==> src/rtl/key_matrix_scanner.sv <==
// Keypad matrix scanner: one-cold column strobing, whole-matrix debounce per scan
// frame, and a first-word-fall-through FIFO of encoded press/release events.
module key_matrix_scanner #(
    parameter int ROWS           = 4,
    parameter int COLS           = 4,
    parameter int SCAN_DIV       = 4,
    parameter int DEBOUNCE       = 3,
    parameter int FIFO_DEPTH     = 4,
    parameter int REPORT_RELEASE = 0,
    localparam int NK  = ROWS * COLS,
    localparam int CW  = $clog2(NK),
    localparam int AW  = $clog2(FIFO_DEPTH),
    localparam int CLW = $clog2(COLS),
    localparam int DW  = $clog2(SCAN_DIV)
) (
    input  logic            clk_init,
    input  logic            rst_init,
    input  logic [ROWS-1:0] btn_key_row,
    output logic [COLS-1:0] btn_key_col,
    input  logic            key_rd,
    output logic            key_valid,
    output logic [CW:0]     key_code,
    output logic [AW:0]     key_count,
    output logic            key_down,
    output logic            overflow
);

    typedef logic [CW:0] code_t;

    logic [ROWS-1:0] sync1_q, sync2_q;
    logic [CLW-1:0]  col_q, col_d;
    logic [DW-1:0]   dwell_q, dwell_d;
    logic [NK-1:0]   frame_q, frame_d;
    logic [NK-1:0]   last_frame_q, last_frame_d;
    logic [NK-1:0]   stable_q, stable_d;
    logic [NK-1:0]   pend_press_q, pend_press_d;
    logic [NK-1:0]   pend_rel_q, pend_rel_d;
    logic            frame_done_q, frame_done_d;
    logic [3:0]      stab_cnt_q, stab_cnt_d;
    code_t           mem_q [FIFO_DEPTH];
    code_t           mem_d [FIFO_DEPTH];
    logic [AW-1:0]   rd_ptr_q, rd_ptr_d, wr_ptr_q, wr_ptr_d;
    logic [AW:0]     count_q, count_d;
    code_t           key_code_q, key_code_d;
    logic            overflow_q, overflow_d;

    logic            sample, commit;
    logic [NK-1:0]   rose, fell;
    logic            press_any, rel_any, ev_valid, push, pop, full;
    logic [CW-1:0]   press_idx, rel_idx;
    code_t           ev_code;

    assign btn_key_col = ~(COLS'(1) << col_q);
    assign key_valid   = (count_q != '0);
    assign key_code    = key_code_q;
    assign key_count   = count_q;
    assign key_down    = |stable_q;
    assign overflow    = overflow_q;

    // Scan timing and frame capture; rows are sampled at the end of each column dwell.
    always_comb begin
        sample  = (dwell_q == DW'(SCAN_DIV - 1));
        dwell_d = sample ? '0 : dwell_q + 1'b1;
        col_d   = col_q;
        frame_d = frame_q;
        if (sample) begin
            col_d = (col_q == CLW'(COLS - 1)) ? '0 : col_q + 1'b1;
            for (int r = 0; r < ROWS; r++)
                frame_d[r*COLS + int'(col_q)] = ~sync2_q[r];
        end
        frame_done_d = sample && (col_q == CLW'(COLS - 1));
    end

    // Debounce: commit only on the frame where the stable run first reaches DEBOUNCE.
    always_comb begin
        stab_cnt_d   = stab_cnt_q;
        last_frame_d = last_frame_q;
        stable_d     = stable_q;
        commit       = 1'b0;
        if (frame_done_q) begin
            last_frame_d = frame_q;
            if (frame_q != last_frame_q) begin
                stab_cnt_d = '0;
            end else if (stab_cnt_q != 4'(DEBOUNCE)) begin
                stab_cnt_d = stab_cnt_q + 1'b1;
                commit     = (stab_cnt_q == 4'(DEBOUNCE - 1));
            end
            if (commit) stable_d = frame_q;
        end
        rose = commit ? (frame_q & ~stable_q) : '0;
        fell = (commit && REPORT_RELEASE != 0) ? (~frame_q & stable_q) : '0;
    end

    // Event issue: presses before releases, lowest index first within a class.
    always_comb begin
        press_idx = '0;
        rel_idx   = '0;
        for (int i = NK - 1; i >= 0; i--) begin
            if (pend_press_q[i]) press_idx = CW'(i);
            if (pend_rel_q[i])   rel_idx   = CW'(i);
        end
        press_any = |pend_press_q;
        rel_any   = |pend_rel_q;
        ev_valid  = press_any || rel_any;
        ev_code   = press_any ? {1'b0, press_idx} : {1'b1, rel_idx};

        pend_press_d = pend_press_q;
        pend_rel_d   = pend_rel_q;
        if (press_any)    pend_press_d[press_idx] = 1'b0;
        else if (rel_any) pend_rel_d[rel_idx]     = 1'b0;
        pend_press_d = pend_press_d | rose;
        pend_rel_d   = pend_rel_d | fell;
    end

    // FIFO: a pop in the same cycle frees the slot for a push into a full FIFO.
    always_comb begin
        pop        = key_rd && (count_q != '0);
        full       = (count_q == (AW+1)'(FIFO_DEPTH));
        push       = ev_valid && (!full || pop);
        overflow_d = overflow_q || (ev_valid && full && !pop);
        mem_d      = mem_q;
        if (push) mem_d[wr_ptr_q] = ev_code;
        wr_ptr_d   = wr_ptr_q + AW'(push);
        rd_ptr_d   = rd_ptr_q + AW'(pop);
        count_d    = count_q + (AW+1)'(push) - (AW+1)'(pop);
        key_code_d = (count_d != '0) ? mem_d[rd_ptr_d] : key_code_q;
    end

    always_ff @(posedge clk_init) begin
        if (!rst_init) begin
            sync1_q      <= '0;
            sync2_q      <= '0;
            col_q        <= '0;
            dwell_q      <= '0;
            frame_q      <= '0;
            last_frame_q <= '0;
            stable_q     <= '0;
            pend_press_q <= '0;
            pend_rel_q   <= '0;
            frame_done_q <= 1'b0;
            stab_cnt_q   <= '0;
            for (int i = 0; i < FIFO_DEPTH; i++) mem_q[i] <= '0;
            rd_ptr_q     <= '0;
            wr_ptr_q     <= '0;
            count_q      <= '0;
            key_code_q   <= '0;
            overflow_q   <= 1'b0;
        end else begin
            sync1_q      <= btn_key_row;
            sync2_q      <= sync1_q;
            col_q        <= col_d;
            dwell_q      <= dwell_d;
            frame_q      <= frame_d;
            last_frame_q <= last_frame_d;
            stable_q     <= stable_d;
            pend_press_q <= pend_press_d;
            pend_rel_q   <= pend_rel_d;
            frame_done_q <= frame_done_d;
            stab_cnt_q   <= stab_cnt_d;
            mem_q        <= mem_d;
            rd_ptr_q     <= rd_ptr_d;
            wr_ptr_q     <= wr_ptr_d;
            count_q      <= count_d;
            key_code_q   <= key_code_d;
            overflow_q   <= overflow_d;
        end
    end

endmodule

==> config.mk <==
export PLATFORM = sky130hd
export DESIGN_NAME = key_matrix_scanner
export DESIGN_NICKNAME = d
export VERILOG_FILES = /design/src/rtl/key_matrix_scanner.sv
export SDC_FILE = /design/constraint.sdc
export NUM_CORES = 1
export LEC_CHECK = 0
export BUFFER_PORTS_ARGS = -buffer_cell sky130_fd_sc_hd__buf_2
export CAP_MARGIN = 20
export CELL_PAD_IN_SITES_DETAIL_PLACEMENT = 1
export CELL_PAD_IN_SITES_GLOBAL_PLACEMENT = 2
export CORE_AREA = 2 2 127 129
export DETAILED_ROUTE_END_ITERATION = 8
export DIE_AREA = 0 0 129 131
export PLACE_DENSITY = 0.78
export SYNTH_ARGS = -nofsm -noshare
export SYNTH_HDL_FRONTEND = slang
export SYNTH_SLANG_ARGS = --single-unit
==> constraint.sdc <==
create_clock -name clk_init -period 4.5 [get_ports clk_init]
set_clock_uncertainty 0.2 [all_clocks]
set_input_delay 0.675 -clock clk_init [delete_from_list [all_inputs] [get_ports clk_init]]
set_output_delay 0.675 -clock clk_init [all_outputs]
set_load 0.02 [all_outputs]
[After elaboration in Yosys (flattened, before gate mapping)]
Cells that the tools add are included.
W data, S select, Z words.
Storage, ports and cells
  register bits: 130
  bits of input ports: 7
  output and inout bits: 15
  logic and storage cells: 160
Cells by class
  $add $sub $neg: 10
  $lt $le $gt $ge: 15
  equal/unequal tests: 6
  shifts and indexed selects: 1
  muxes and demuxes: 65
  bitwise logic cells: 16
  reductions and logical operators: 27
Operators with widths (number)
  $mux W4: 34
  $bwmux W16: 4
  $and A16 B16 Y16: 3
  $not A16 Y16: 3
  $reduce_or A16 Y1: 3
  $mux W16: 2
  $bwmux W20: 1
  $demux W1 S4: 5
  $mux W20: 1
  $mux W5: 4
  $ne A16 B16 Y1: 1
  $or A16 B16 Y16: 1
  $lt A4 B5 Y1 const B: 3
  $ge A4 B1 Y1 const B: 3
  $logic_and A1 B1 Y1: 12
  $add A4 B2 Y5 const A: 2
  $bmux W5 S2: 1
  $demux W5 S2: 1
  $ge A5 B1 Y1 const B: 2
  $lt A5 B5 Y1 const B: 2
  $mux W1: 10
  $ge A3 B3 Y1 const B: 2
  $not A1 Y1: 6
  $not A2 Y3: 2
  23 further kinds: 32

[Longest topological paths before layout]
  word-level depth: 24
  gate-level depth with buffers: 16
  depth with buffers taken out: 14

[Worst setup path before layout]
OpenSTA, ideal clock, no wires.
  kind: reg2reg
  from: register pend_press_q[2]
  to: register key_code_q[0], in the netlist key_code[0]
  library setup time: 0.118 ns
  data arrival time: 3.250 ns
  data required time: 4.182 ns
  slack: 0.933 ns
  cell stages (with the launch flop): 16
  path buffers: 2
  period minus slack after synthesis: 3.567 ns
  cell sequence: dfxtp_1 or4_4 buf_6 nor4_4 a21oi_2 inv_1 ha_1 inv_1 ha_1 inv_1 fa_1 xor2_1 xnor2_1 nand3b_1 buf_2 o2111a_1
On the way
  longest elaborated chain between the ends: 9
  elaborated cells between the ends (all ways): 15
  classes of those cells: add/sub (2); mux (9); reduce/logical (4)
RTL lines
  start: declaration: line 36  | logic [NK-1:0] pend_press_q, pend_press_d;
  start signal: assignment: line 156  | pend_press_q <= pend_press_d;
  parallel branches: the longest is 9 deep, another holds $add A3 B1 Y3
  end signal: assignment: line 164  | key_code_q <= key_code_d;
  end: declaration: line 44  | code_t key_code_q, key_code_d;
Several ways; the timed one is not identified. The select of a mux whose other input is x is not followed.
A chain may end at the register's enable or synchronous reset.

[Final worst setup path]
  from: register pend_rel_q[0]
  to: register key_code_q[3], in the netlist key_code[3]
On the way
  longest elaborated chain between the ends: 7
  elaborated cells between the ends (all ways): 13
  classes of those cells: add/sub (2); mux (7); reduce/logical (4)
RTL lines
  start: declaration: line 37  | logic [NK-1:0] pend_rel_q, pend_rel_d;
  start signal: assignment: line 157  | pend_rel_q <= pend_rel_d;
  parallel branches: the longest is 7 deep, another holds $add A3 B1 Y3
Several ways; the timed one is not identified. The select of a mux whose other input is x is not followed.

==> metrics.yaml <==
status: "finished clean"
initial_utilization_pct: 38.3
hold_end: "dwell_q[0]$_SDFF_PP0_"
peakVddDrop_mv: 0.276
syn_area_um2: 5970
pre_cts_slack_ns: 0.720
cts_sinks: 130
wl_um: 14800
arrival_ns: 3.92
drc: 0
start_kind: "flop"
dr.pass1.iters: 4
htree_levels: 4
grt_max_degree: 130
grtUsageTotal_pct: 18.8
utilization_pct: 44.5
grt_pass1_wl_um: 24800
synth.avg_cell_area_um2: 9.36
gr-total-overflow: 0
layout_common_cells: "dfxtp_1, nand2_1, nor2b_1"
fmax_mhz: 261
setup_slack_ns: 0.663
layout_commonest_cell: "dfxtp_1"
final_area_um2: 6940
crit_fanout: 11
dp_hpwl_um: 10200
ff2ff_path_depth: 14
hold_buffers: 0
dieArea_um2: 16900
r2r-start: "pend_rel_q[0]$_SDFFE_PN0P_"
maxCapViolations: 0
grt_pass1_vias: 4852
worstMarginPinSlew_ns: 0.704
maxSlewViolCount: 0
power.leakage_nw: 2.80
cts.root.buffer_cell: "clkbuf_16"
area_delta_synth_final_pct: 16.2
initialDrtViolationCount: 139
clk_latency_ns: 0.42
drive_gt1_share_pct: 11.7
fin_crit_sh_pct: 85.3
required_ns: 4.58
ys_types: 63
ys_dominant_reg_cell: "dfxtp_1"
rsz0062_at_grt: "no"
hold_path.startpoint: "dwell_q[0]$_SDFF_PP0_"
synth_seq_cells: 130
num_vias: 4749
rows: 46
slew_headroom_pct: 53.0
gp_congestion: 0.813
fp.coreArea_um2: 15600
yosysWarnings: 0
setup_tns_ns: 0
port_buffers: 21
path_clk_slew_ns: 0.06
fin_crit_ns: 3.84
hold-worst-slack_ns: 0.223
die_x_um: 129
cp-end-kind: "flop"
power_density_nw_per_um2: 452
r2r_slack_ns: 0.66
drtAntennaViolNets: 0
wl_per_cell_um: 16.7
finalHoldViolCount: 0
cts_buffers: 17
setup_viol: 0
place_inst: 849
rr_endpoint: "key_code[3]$_SDFFE_PN0P_"
hold_path_depth: 1
antenna_found_initial: 0
post_cts_resized: 0
post_dp_cell_area_um2: 6270
yosysSeqAreaShare_pct: 43.6
postSynthCellCount: 638
synth_async_sr_flop_share_pct: 0
tritoncts: "yes"
synth_edf_count: 0
postCtsSetupBuffers: 0
min_path_type: "flop to flop"
antennaDiodeCount: 0
routed_via_density: 5.38
clock_path_buffers: 2
path_class: "flop to flop"
synth_nets: 657
io_pins: 22
power.total_mw: 3.13
fin_cells: 883
fp.dieH_um: 131
nets: 673
[synthesized netlist by cell type (3+ instances only)]
| master | n | area (µm²) |
|---|---|---|
| mux2i_1 | 41 | 410 |
| nand3b_1 | 17 | 128 |
| or3_1 | 8 | 50.1 |
| o21ai_0 | 24 | 120 |
| and3_1 | 5 | 31.3 |
| a21oi_2 | 3 | 26.3 |
| ha_1 | 11 | 138 |
| a221oi_1 | 4 | 35.0 |
| or4_1 | 6 | 45.0 |
| a21oi_1 | 30 | 150 |
| and2_1 | 20 | 125 |
| xnor2_1 | 3 | 26.3 |
| buf_2 | 6 | 30.0 |
| nor4_1 | 13 | 81.3 |
| o32a_1 | 3 | 30.0 |
| o31ai_1 | 6 | 45.0 |
| a21boi_1 | 6 | 45.0 |
| nor2b_1 | 50 | 313 |
| nand2_1 | 51 | 191 |
| clkbuf_1 | 24 | 90.1 |
| nor3_1 | 5 | 25.0 |
| o21a_1 | 4 | 30.0 |
| a31oi_1 | 5 | 31.3 |
| o211a_1 | 18 | 180 |
| o211ai_1 | 8 | 60.1 |
| nor2_1 | 28 | 105 |
| a21boi_0 | 11 | 82.6 |
| dfxtp_1 | 130 | 2600 |
| nand2b_1 | 4 | 25.0 |
| inv_1 | 19 | 71.3 |
| xor2_1 | 21 | 184 |
| nand3_1 | 7 | 35.0 |
| a32oi_1 | 3 | 26.3 |
| nand4_1 | 5 | 31.3 |
[report_power, final]
part / leakage [nW] / internal, mW / total, mW / switching [mW]
Clock: 0.300 / 0.960 / 1.48 / 0.524
Combinational: 1.44 / 0.170 / 0.428 / 0.259
Sequential: 1.05 / 1.19 / 1.22 / 0.0318
Total: 2.80 / 2.32 / 3.13 / 0.814
[worst max-delay path, cell delays in order, from the launching register on]
cell and delay, ns:
dfxtp_1 0.35, nor4_1 0.52, and4_1 0.47, a21oi_2 0.14, inv_1 0.07, ha_1 0.22, inv_1 0.05, ha_1 0.13
inv_1 0.04, fa_1 0.38, xor2_1 0.17, xnor2_1 0.21, nand3b_1 0.36, o21ai_0 0.31, a31oi_1 0.07
[worst max-delay path by stage]
stage                                           to                  startpoint  slack (ns)  cells after the start
after global routing      key_code[3]$_SDFFE_PN0P_  pend_rel_q[0]$_SDFFE_PN0P_        0.24                     14
after detailed placement  key_code[0]$_SDFFE_PN0P_  pend_rel_q[0]$_SDFFE_PN0P_        0.72                     14
final                     key_code[3]$_SDFFE_PN0P_  pend_rel_q[0]$_SDFFE_PN0P_        0.66                     14
after CTS                 key_code[0]$_SDFFE_PN0P_  pend_rel_q[0]$_SDFFE_PN0P_        0.63                     14
after global placement    key_code[0]$_SDFFE_PN0P_  pend_press_q[2]$_SDFF_PN0_        0.85                     14
after floorplan           key_code[0]$_SDFFE_PN0P_  pend_press_q[2]$_SDFF_PN0_        0.93                     15
[registers in the layout (all words and copies together), names as in the netlist]
signal,count
overflow,1
col_q,2
last_frame_q,16
stable_q,16
wr_ptr_q,2
key_code,5
rd_ptr_q,2
stab_cnt_q,4
sync1_q,4
dwell_q,2
frame_done_q,1
pend_rel_q,16
key_count,3
sync2_q,4
frame_q,16
pend_press_q,16
mem_q,20
[kinds of logic after synthesis]
group,after synthesis,share of synthesized area [%]
XOR/XNOR,24,3.52
flip-flops,130,43.6
adder cells (fa/ha/maj),12,2.64
multiplexers,41,6.87
AO/OA/AOI/OAI,143,17.3
AND/OR/NAND/NOR,236,22.6
buffers and inverters,52,3.52
[layout make-up]
cell class                 instances  area (µm²)
tap                              216         270
timing repair buffer              30         193
clock inverter                    11         178
inverter                          19        71.3
fill                            1777        8660
clock buffer                      21         460
multi-input combinational        456        3160
sequential                       130        2600
[routing by layer]
layer,share of wire [%],track usage [%]
met1,44,21.9
met2,52,34.0
met3,2.6,4.48
met4,1.4,6.27
met5,0,0
Power figures use the tool's default switching activity.
